$ cat config.mk
export PLATFORM = sky130hd
export DESIGN_NAME = ddr_burst_ctrl
export DESIGN_NICKNAME = d
export VERILOG_FILES = /design/src/rtl/ddr_burst_ctrl.sv
export SDC_FILE = /design/constraint.sdc
export NUM_CORES = 2
export LEC_CHECK = 0
export CAP_MARGIN = 10
export CORE_AREA = 8 8 485 487
export CTS_BUF_LIST = sky130_fd_sc_hd__clkbuf_2
export CTS_CLUSTER_SIZE = 30
export DETAILED_ROUTE_END_ITERATION = 16
export DIE_AREA = 0 0 493 495
export DONT_BUFFER_PORTS = 1
export PLACE_DENSITY = 0.34
export SLEW_MARGIN = 25
export SYNTH_ARGS = -nofsm -noshare
export SYNTH_HDL_FRONTEND = slang
export SYNTH_SLANG_ARGS = --single-unit
export TNS_END_PERCENT = 1
$ cat constraint.sdc
create_clock -name clock -period 3.15 [get_ports clock]
set_clock_uncertainty 0.05 [all_clocks]
set_input_delay 0.1575 -clock clock [delete_from_list [all_inputs] [get_ports clock]]
set_output_delay 0.1575 -clock clock [all_outputs]
set_load 0.05 [all_outputs]
$ cat src/rtl/ddr_burst_ctrl.sv
// Splits core DDR requests into 64-bit beats on a req/gnt bus and reassembles reads (range check: DDR_RANGE_CHECK_EN).
// Latency accept-to-done at full grant rate: single write 2, burst write 9, burst read 10 cycles.
// Backpressure: a beat holds while mem_gnt=0; ddr_ready is low while busy and requests are then dropped.
module ddr_burst_ctrl #(
  parameter int ADDR_WIDTH = 19,
  parameter int MEM_WORDS  = 524288
) (
  input  logic                  clock,
  input  logic                  reset,
  input  logic                  ddr_chip_enable,
  input  logic [63:0]           ddr_index,
  input  logic                  ddr_write_enable,
  input  logic                  ddr_burst_mode,
  input  logic [511:0]          ddr_write_data,
  output logic [511:0]          ddr_read_data,
  output logic                  ddr_operation_done,
  output logic                  ddr_ready,
  output logic                  mem_req,
  output logic                  mem_we,
  output logic [ADDR_WIDTH-1:0] mem_addr,
  output logic [63:0]           mem_wdata,
  input  logic                  mem_gnt,
  input  logic [63:0]           mem_rdata,
  input  logic                  mem_rvalid,
  output logic                  ddr_range_err
);

  typedef enum logic [1:0] {IDLE, ISSUE, RESP, DONE} state_t;

  state_t                state;
  logic                  is_we;
  logic                  is_burst;
  logic [ADDR_WIDTH-1:0] base;
  logic [511:0]          wdata_q;
  logic [2:0]            issue_cnt;
  logic [3:0]            resp_cnt;

  logic [ADDR_WIDTH-1:0] acc_base;
  logic [2:0]            last_beat;
  logic [3:0]            n_beats;
  logic [2:0]            next_beat;
  logic                  gnt_fire;
  logic                  last_gnt;
  logic                  resp_fire;
  logic [3:0]            resp_cnt_nxt;
  logic                  acc_oor;
  logic [63-ADDR_WIDTH:0] unused_index;

  assign unused_index = ddr_index[63:ADDR_WIDTH];

  assign acc_base     = ddr_burst_mode ? {ddr_index[ADDR_WIDTH-1:3], 3'b000}
                                       : ddr_index[ADDR_WIDTH-1:0];
  assign last_beat    = is_burst ? 3'd7 : 3'd0;
  assign n_beats      = is_burst ? 4'd8 : 4'd1;
  assign next_beat    = issue_cnt + 3'd1;
  assign gnt_fire     = (state == ISSUE) && mem_req && mem_gnt;
  assign last_gnt     = gnt_fire && (issue_cnt == last_beat);
  // Responses are counted during ISSUE too, so early beats can return before the last grant.
  assign resp_fire    = ((state == ISSUE) || (state == RESP)) && !is_we && mem_rvalid
                        && (resp_cnt < n_beats);
  assign resp_cnt_nxt = resp_cnt + (resp_fire ? 4'd1 : 4'd0);

`ifdef DDR_RANGE_CHECK_EN
  assign acc_oor = ({{(64-ADDR_WIDTH){1'b0}}, acc_base} + (ddr_burst_mode ? 64'd7 : 64'd0))
                   >= 64'(MEM_WORDS);
`else
  localparam bit unused_mem_words = (MEM_WORDS > 0);
  assign acc_oor = 1'b0;
`endif

  always_ff @(posedge clock) begin
    if (reset) begin
      state              <= IDLE;
      is_we              <= 1'b0;
      is_burst           <= 1'b0;
      base               <= '0;
      wdata_q            <= '0;
      issue_cnt          <= '0;
      resp_cnt           <= '0;
      ddr_read_data      <= '0;
      ddr_operation_done <= 1'b0;
      ddr_ready          <= 1'b1;
      mem_req            <= 1'b0;
      mem_we             <= 1'b0;
      mem_addr           <= '0;
      mem_wdata          <= '0;
      ddr_range_err      <= 1'b0;
    end else begin
      ddr_operation_done <= 1'b0;
      ddr_range_err      <= 1'b0;
      if (resp_fire) begin
        ddr_read_data[{resp_cnt[2:0], 6'b0} +: 64] <= mem_rdata;
        resp_cnt <= resp_cnt_nxt;
      end
      case (state)
        IDLE: begin
          if (ddr_chip_enable) begin
            is_we     <= ddr_write_enable;
            is_burst  <= ddr_burst_mode;
            base      <= acc_base;
            wdata_q   <= ddr_write_data;
            issue_cnt <= '0;
            resp_cnt  <= '0;
            ddr_ready <= 1'b0;
            if (!ddr_write_enable) ddr_read_data <= '0;
            if (acc_oor) begin
              state              <= DONE;
              ddr_operation_done <= 1'b1;
              ddr_range_err      <= 1'b1;
            end else begin
              state     <= ISSUE;
              mem_req   <= 1'b1;
              mem_we    <= ddr_write_enable;
              mem_addr  <= acc_base;
              mem_wdata <= ddr_write_data[63:0];
            end
          end
        end
        ISSUE: begin
          if (last_gnt) begin
            mem_req <= 1'b0;
            if (is_we || (resp_cnt_nxt == n_beats)) begin
              state              <= DONE;
              ddr_operation_done <= 1'b1;
            end else begin
              state <= RESP;
            end
          end else if (gnt_fire) begin
            issue_cnt <= next_beat;
            mem_addr  <= base + ADDR_WIDTH'(next_beat);
            mem_wdata <= wdata_q[{next_beat, 6'b0} +: 64];
          end
        end
        RESP: begin
          if (resp_cnt_nxt == n_beats) begin
            state              <= DONE;
            ddr_operation_done <= 1'b1;
          end
        end
        DONE: begin
          state     <= IDLE;
          ddr_ready <= 1'b1;
        end
        default: state <= IDLE;
      endcase
    end
  end

endmodule

Word-level counts from Yosys, hierarchy flattened
Index checks and enable logic that the tools add are counted.

word-level totals
  bits in registers = 1,140
  bits in latches = 0
  bits in writable memories = 0
  bits in read-only memories = 0
  output and inout port bits = 600
  logic and storage cells = 86
  memories = 0

operators by class
  add/subtract/negate cells = 4
  $mul = 0
  divide/modulo/power cells = 0
  $lt $le $gt $ge = 1
  eq/ne operators = 10
  shift-type cells = 3
  mux-type cells = 38
  bitwise gates (word level) = 0
  reductions and logical operators = 17

operators with widths
  kind                                                     number
  2-to-1 mux 512 bit                                       4
  bitwise mux 512 bit                                      1
  variable shift 64 x 11 -> 512 bit, first input constant  1
  indexed part select 512 x 10 -> 64 bit                   1
  indexed part select 64 x 11 -> 512 bit                   1
  2-to-1 mux 64 bit                                        3
  one-hot mux 64 bit (2 select lines)                      1
  2-to-1 mux 19 bit                                        3
  one-hot mux 19 bit (2 select lines)                      1
  adder 19 x 3 -> 19 bit                                   1
  2-to-1 mux 4 bit                                         4
  2-to-1 mux 3 bit                                         5
  negation 9 -> 11 bit                                     1
  2-to-1 mux 1 bit                                         8
  inequality test 2 bit, second input constant             4
  one-hot mux 2 bit (4 select lines)                       1
  logical AND 1 bit                                        6
  2-to-1 mux 2 bit                                         3
  one-hot mux 1 bit (2 select lines)                       3
  one-hot mux 3 bit (2 select lines)                       1
  AND reduction 3 bit                                      2
  adder 4 x 1 -> 4 bit                                     1
  equality test 2 bit, second input constant               2
  equality test 4 bit                                      1
  other kinds (11)                                         14

Depth between registers and ports, before layout
  word-level depth = 12
  gate-level depth with buffers = 13
  depth with buffers taken out = 13

Least setup slack after synthesis
No wires, ideal clock.

  path kind = flip-flop to flip-flop
  start point = register issue_cnt[1]
  end point = register mem_addr[18]
  setup time = 117 ps
  arrival = 2,587 ps
  data required time = 2,983 ps
  slack = 396 ps
  cell stages (with the launch flop) = 11
  clock period less this slack = 2,754 ps
  cells stage by stage = dfxtp_1 -> ha_1 -> xor2_1 -> buf_1 -> ha_1 -> a21oi_1 -> nor3b_1 -> nand4_1 -> xor2_1 -> nand2_1 -> a32o_1

between the ends
  word-level cells in the longest chain between the ends = 5

ends and longest elaborated chain
  element                              RTL line  RTL
  start, declared                      35        logic [2:0] issue_cnt;
  start signal, assigned               129       issue_cnt <= next_beat;
  adder 3 x 1 -> 3 bit                 55        assign next_beat = issue_cnt + 3'd1;
  adder 19 x 3 -> 19 bit               130       mem_addr <= base + ADDR_WIDTH'(next_beat);
  2-to-1 mux 19 bit                    128       end else if (gnt_fire) begin
  2-to-1 mux 19 bit                    120       if (last_gnt) begin
  one-hot mux 19 bit (2 select lines)  95        case (state)
  end signal, assigned                 114       mem_addr <= acc_base;
  end signal, assigned                 130
  end, declared                        20        output logic [ADDR_WIDTH-1:0] mem_addr,

Parallel ways exist; a longest one is shown, timed or not. The select of a mux whose other input is x is not followed.
A chain may end at the register's enable or synchronous reset.

Worst setup path in the final report
  start point = input reset
  end point = register wdata_q[463]

RTL lines
  element               RTL line  RTL
  start, declared       9         input logic reset,
  end signal, assigned  101       wdata_q <= ddr_write_data;
  end, declared         34        logic [511:0] wdata_q;

No word-level cell between the ends.

==> flow_metrics.tcl <==
set metrics [dict create \
    ys_seq_elements 1140 \
    rsz0062_at_grt "true" \
    place.port_buffers 0 \
    cp_max_fo 184 \
    fin_crit_sh 1.05 \
    drt-pass1-iter-count 5 \
    cts_tree "built" \
    tightest_slew_ns 1.10 \
    synth_cell_types 57 \
    status "complete, but fails checks" \
    clock_latency_ns 1.86 \
    rows 176 \
    crit_buf_inv 8 \
    final_nets 8181 \
    fin_ws_ns -0.170 \
    layout-drive-gt1-share 0.128 \
    die_h_um 495 \
    synth_flop_cell "dfxtp_1" \
    area_growth_pct 63.0 \
    antenna_left 0 \
    via_count 49700 \
    grt_start_max_net_pins 555 \
    cts_buffers 352 \
    design_area_sq_um 73100 \
    ir_drop_mv 0.373 \
    vias_per_cell 4.60 \
    violations "negative setup slack" \
    placed_cell_area_sq_um 48200 \
    grt_pass1_wl_um 328000 \
    routed_wl_um 262000 \
    max-cap-violations 0 \
    switching_share 0.417 \
    critPathMaxStageDelay_ns 0.64 \
    syn_area_sq_um 44800 \
    fmax_mhz 301 \
    setup_viol 76 \
    power_frac_comb 0.296 \
    powerDensity_nw_per_um2 622 \
    grt_pass1_vias 41900 \
    path_class "in -> reg" \
    syn_avg_cell_area_sq_um 8.30 \
    relSlewSlack 0.269 \
    hold_viol 0 \
    synth_edf_count 0 \
    worst_setup_path_start_kind "input port" \
    drc 0 \
    start_util 0.196 \
    leakagePower_uw 0.0257 \
    synth-seq-area-share 0.509 \
    cpMostUsedCell "buf_16" \
    ys_warn_count 0 \
    internal-power_uw 26500 \
    hpwlAfterDp_um 166000 \
    clock-sinks 1140 \
    async_flop_share 0 \
    track_usage 0.184 \
    crit_chain "dlygate4sd3_1 > dlygate4sd3_1 > dlygate4sd3_1 > buf_16 > buf_16 > buf_16 > buf_16 > buf_16 > a21oi_1" \
    clkTransAtPathRegs_ns 0.11 \
    synthesis.nets 6064 \
    power_switching_uw 19000 \
    power_frac_clock 0.257 \
    stdcell_count 10800 \
    crit_family "buffers and inverters" \
    htreeDepth 5 \
    final_util 0.320 \
    ioPinCount 1247 \
    post-route-min-period_ns 3.32 \
    die_w_um 493 \
    drv_slew 0 \
    cp-end-kind "flop" \
    slowest_stage "dlygate4sd3_1" \
    core_area_sq_um 228000 \
    arrival_ns 4.69 \
    first_iter_violations 3403 \
    grt_remaining_overflow 0 \
    cts_buffer_depth 4 \
    holdCritPathClass "in -> reg" \
    die_area_sq_um 244000 \
    clock-root-buffer "clkbuf_2" \
    gp_congestion 0.822 \
    worst_ep_required_time_ns 4.52 \
    synthesis.instances 5403 \
    post-place-cells 8049 \
    antenna_found_initial 43 \
    dp_slack_ns 0.267 \
    routedWlPerCell_um 24.3 \
    seq_power_share 0.447 \
]
-- state kept, by name, indices dropped and copies added, names as in the netlist --
register            cells
ddr_operation_done      1
mem_wdata              64
mem_addr               19
issue_cnt               3
is_burst                1
wdata_q               512
ddr_read_data         512
base                   19
state                   2
resp_cnt                4
ddr_ready               1
is_we                   1
mem_req                 1
-- worst register-to-register path, delay by kind of cell, from the launching register on --
family | cells | cell delay (ns)
AND/OR/NAND/NOR | 2 | 0.55
AO/OA/AOI/OAI | 1 | 0.12
flip-flops | 1 | 0.32
buffers and inverters | 4 | 1.67
adder cells (fa/ha/maj) | 1 | 0.20
-- cell usage in the layout (no fill, tap or decap), types with 8 or more instances in the layout --
| master | synthesis | final |
|---|---|---|
| buf_12 | 5 | 61 |
| nor3_1 | 9 | 9 |
| nor2_1 | 33 | 28 |
| o2bb2ai_1 | 24 | 24 |
| diode_2 | 0 | 43 |
| dfxtp_1 | 1140 | 1026 |
| nand3_1 | 257 | 256 |
| clkinv_1 | 0 | 43 |
| dfxtp_2 | 0 | 112 |
| xnor2_1 | 12 | 12 |
| o21ai_0 | 77 | 75 |
| ha_1 | 13 | 10 |
| a32o_1 | 10 | 10 |
| buf_4 | 2 | 80 |
| clkbuf_2 | 4 | 513 |
| mux2i_1 | 68 | 68 |
| a21oi_1 | 1057 | 1057 |
| mux4_2 | 128 | 128 |
| inv_1 | 15 | 15 |
| o2bb2ai_2 | 40 | 40 |
| nand2_1 | 1929 | 1927 |
| xor2_1 | 9 | 8 |
| dlygate4sd3_1 | 0 | 2122 |
-- path summary, 6_finish.rpt --
kind | endpoint | slack [ns] | start | cells past startpoint
worst min register to register | wdata_q[272] | 0.40 | wdata_q[272] | 2
worst min-delay path | wdata_q[192] | 0.21 | ddr_write_data[192] | 5
worst max register to register | base[2] | 0.17 | state[1] | 8
worst max-delay path | wdata_q[463] | -0.17 | reset | 9
-- power by group through the flow --
stage               Combinational (uW)  Sequential, uW  Clock [uW]
global route                     14400           20500       13100
CTS                              10900           20300       12200
finish                           13500           20300       11700
floorplan                         6310           19800           0
global placement                  9740           20600           0
detailed placement                9800           20600           0
-- cell usage after synthesis, types with 4 or more instances --
| cell type | instances | area, sq um |
|---|---|---|
| buf_1 | 38 | 143 |
| mux4_2 | 128 | 2880 |
| xnor2_1 | 12 | 105 |
| ha_1 | 13 | 163 |
| a211oi_1 | 7 | 52.6 |
| a21oi_1 | 1057 | 5290 |
| o2bb2ai_1 | 24 | 210 |
| nor2_1 | 33 | 124 |
| mux2i_1 | 68 | 681 |
| nand2b_1 | 4 | 25.0 |
| o21ai_0 | 77 | 385 |
| a21o_1 | 4 | 30.0 |
| xor2_1 | 9 | 78.8 |
| clkbuf_1 | 343 | 1290 |
| a32o_1 | 10 | 100 |
| inv_1 | 15 | 56.3 |
| nand4_1 | 5 | 31.3 |
| nand3_1 | 257 | 1290 |
| nor3b_1 | 7 | 52.6 |
| clkbuf_2 | 4 | 20.0 |
| nor3_1 | 9 | 45.0 |
| dfxtp_1 | 1140 | 22800 |
| o2bb2ai_2 | 40 | 601 |
| nand3b_1 | 5 | 37.5 |
| buf_12 | 5 | 100 |
| buf_2 | 115 | 576 |
| nand2_1 | 1929 | 7240 |
-- routing by layer --
layer | part of all wire | track usage
met1 | 0.37 | 0.208
met2 | 0.48 | 0.317
met3 | 0.095 | 0.0684
met4 | 0.053 | 0.0684
met5 | 0.00056 | 0
-- metrics by stage --
| stage | power (uW) | TNS, ns | hold slack [ns] |
|---|---|---|---|
| CTS | 43500 | 0 | -1.89 |
| detailed placement | 30400 | 0 | 0.249 |
| finish | 45500 | -6.19 | 0.214 |
| global route | 48000 | -0.0358 | -0.0523 |
| global placement | 30300 | 0 | 0.246 |
| floorplan | 26100 | 0 | 0.243 |
-- repair_timing --
action                                  4_1_cts  5_1_grt
endpoints found under the hold margin      1140     1140
setup buffers                                 0        1
pin swaps                                     0        1
endpoints found under the setup margin      111       19
resized for setup                           111        6
hold buffers                                695     1441
gates cloned                                  0        1
-- final cells by class --
class	instances	area, sq um
Antenna cell	43	108
Multi-Input combinational cell	3739	19900
Clock buffer	513	2570
Clock inverter	58	338
Tap cell	3026	3790
Sequential cell	1140	23000
Fill cell	23500	155000
Inverter	15	56.3
Timing Repair Buffer	2272	23300
-- logic make-up after synthesis --
family / synth area share
AND/OR/NAND/NOR: 0.202
AO/OA/AOI/OAI: 0.151
flip-flops: 0.509
buffers and inverters: 0.0495
multiplexers: 0.0795
XOR/XNOR: 0.00410
adder cells (fa/ha/maj): 0.00408
other: 0.0000837
Power figures use the tool's default switching activity.
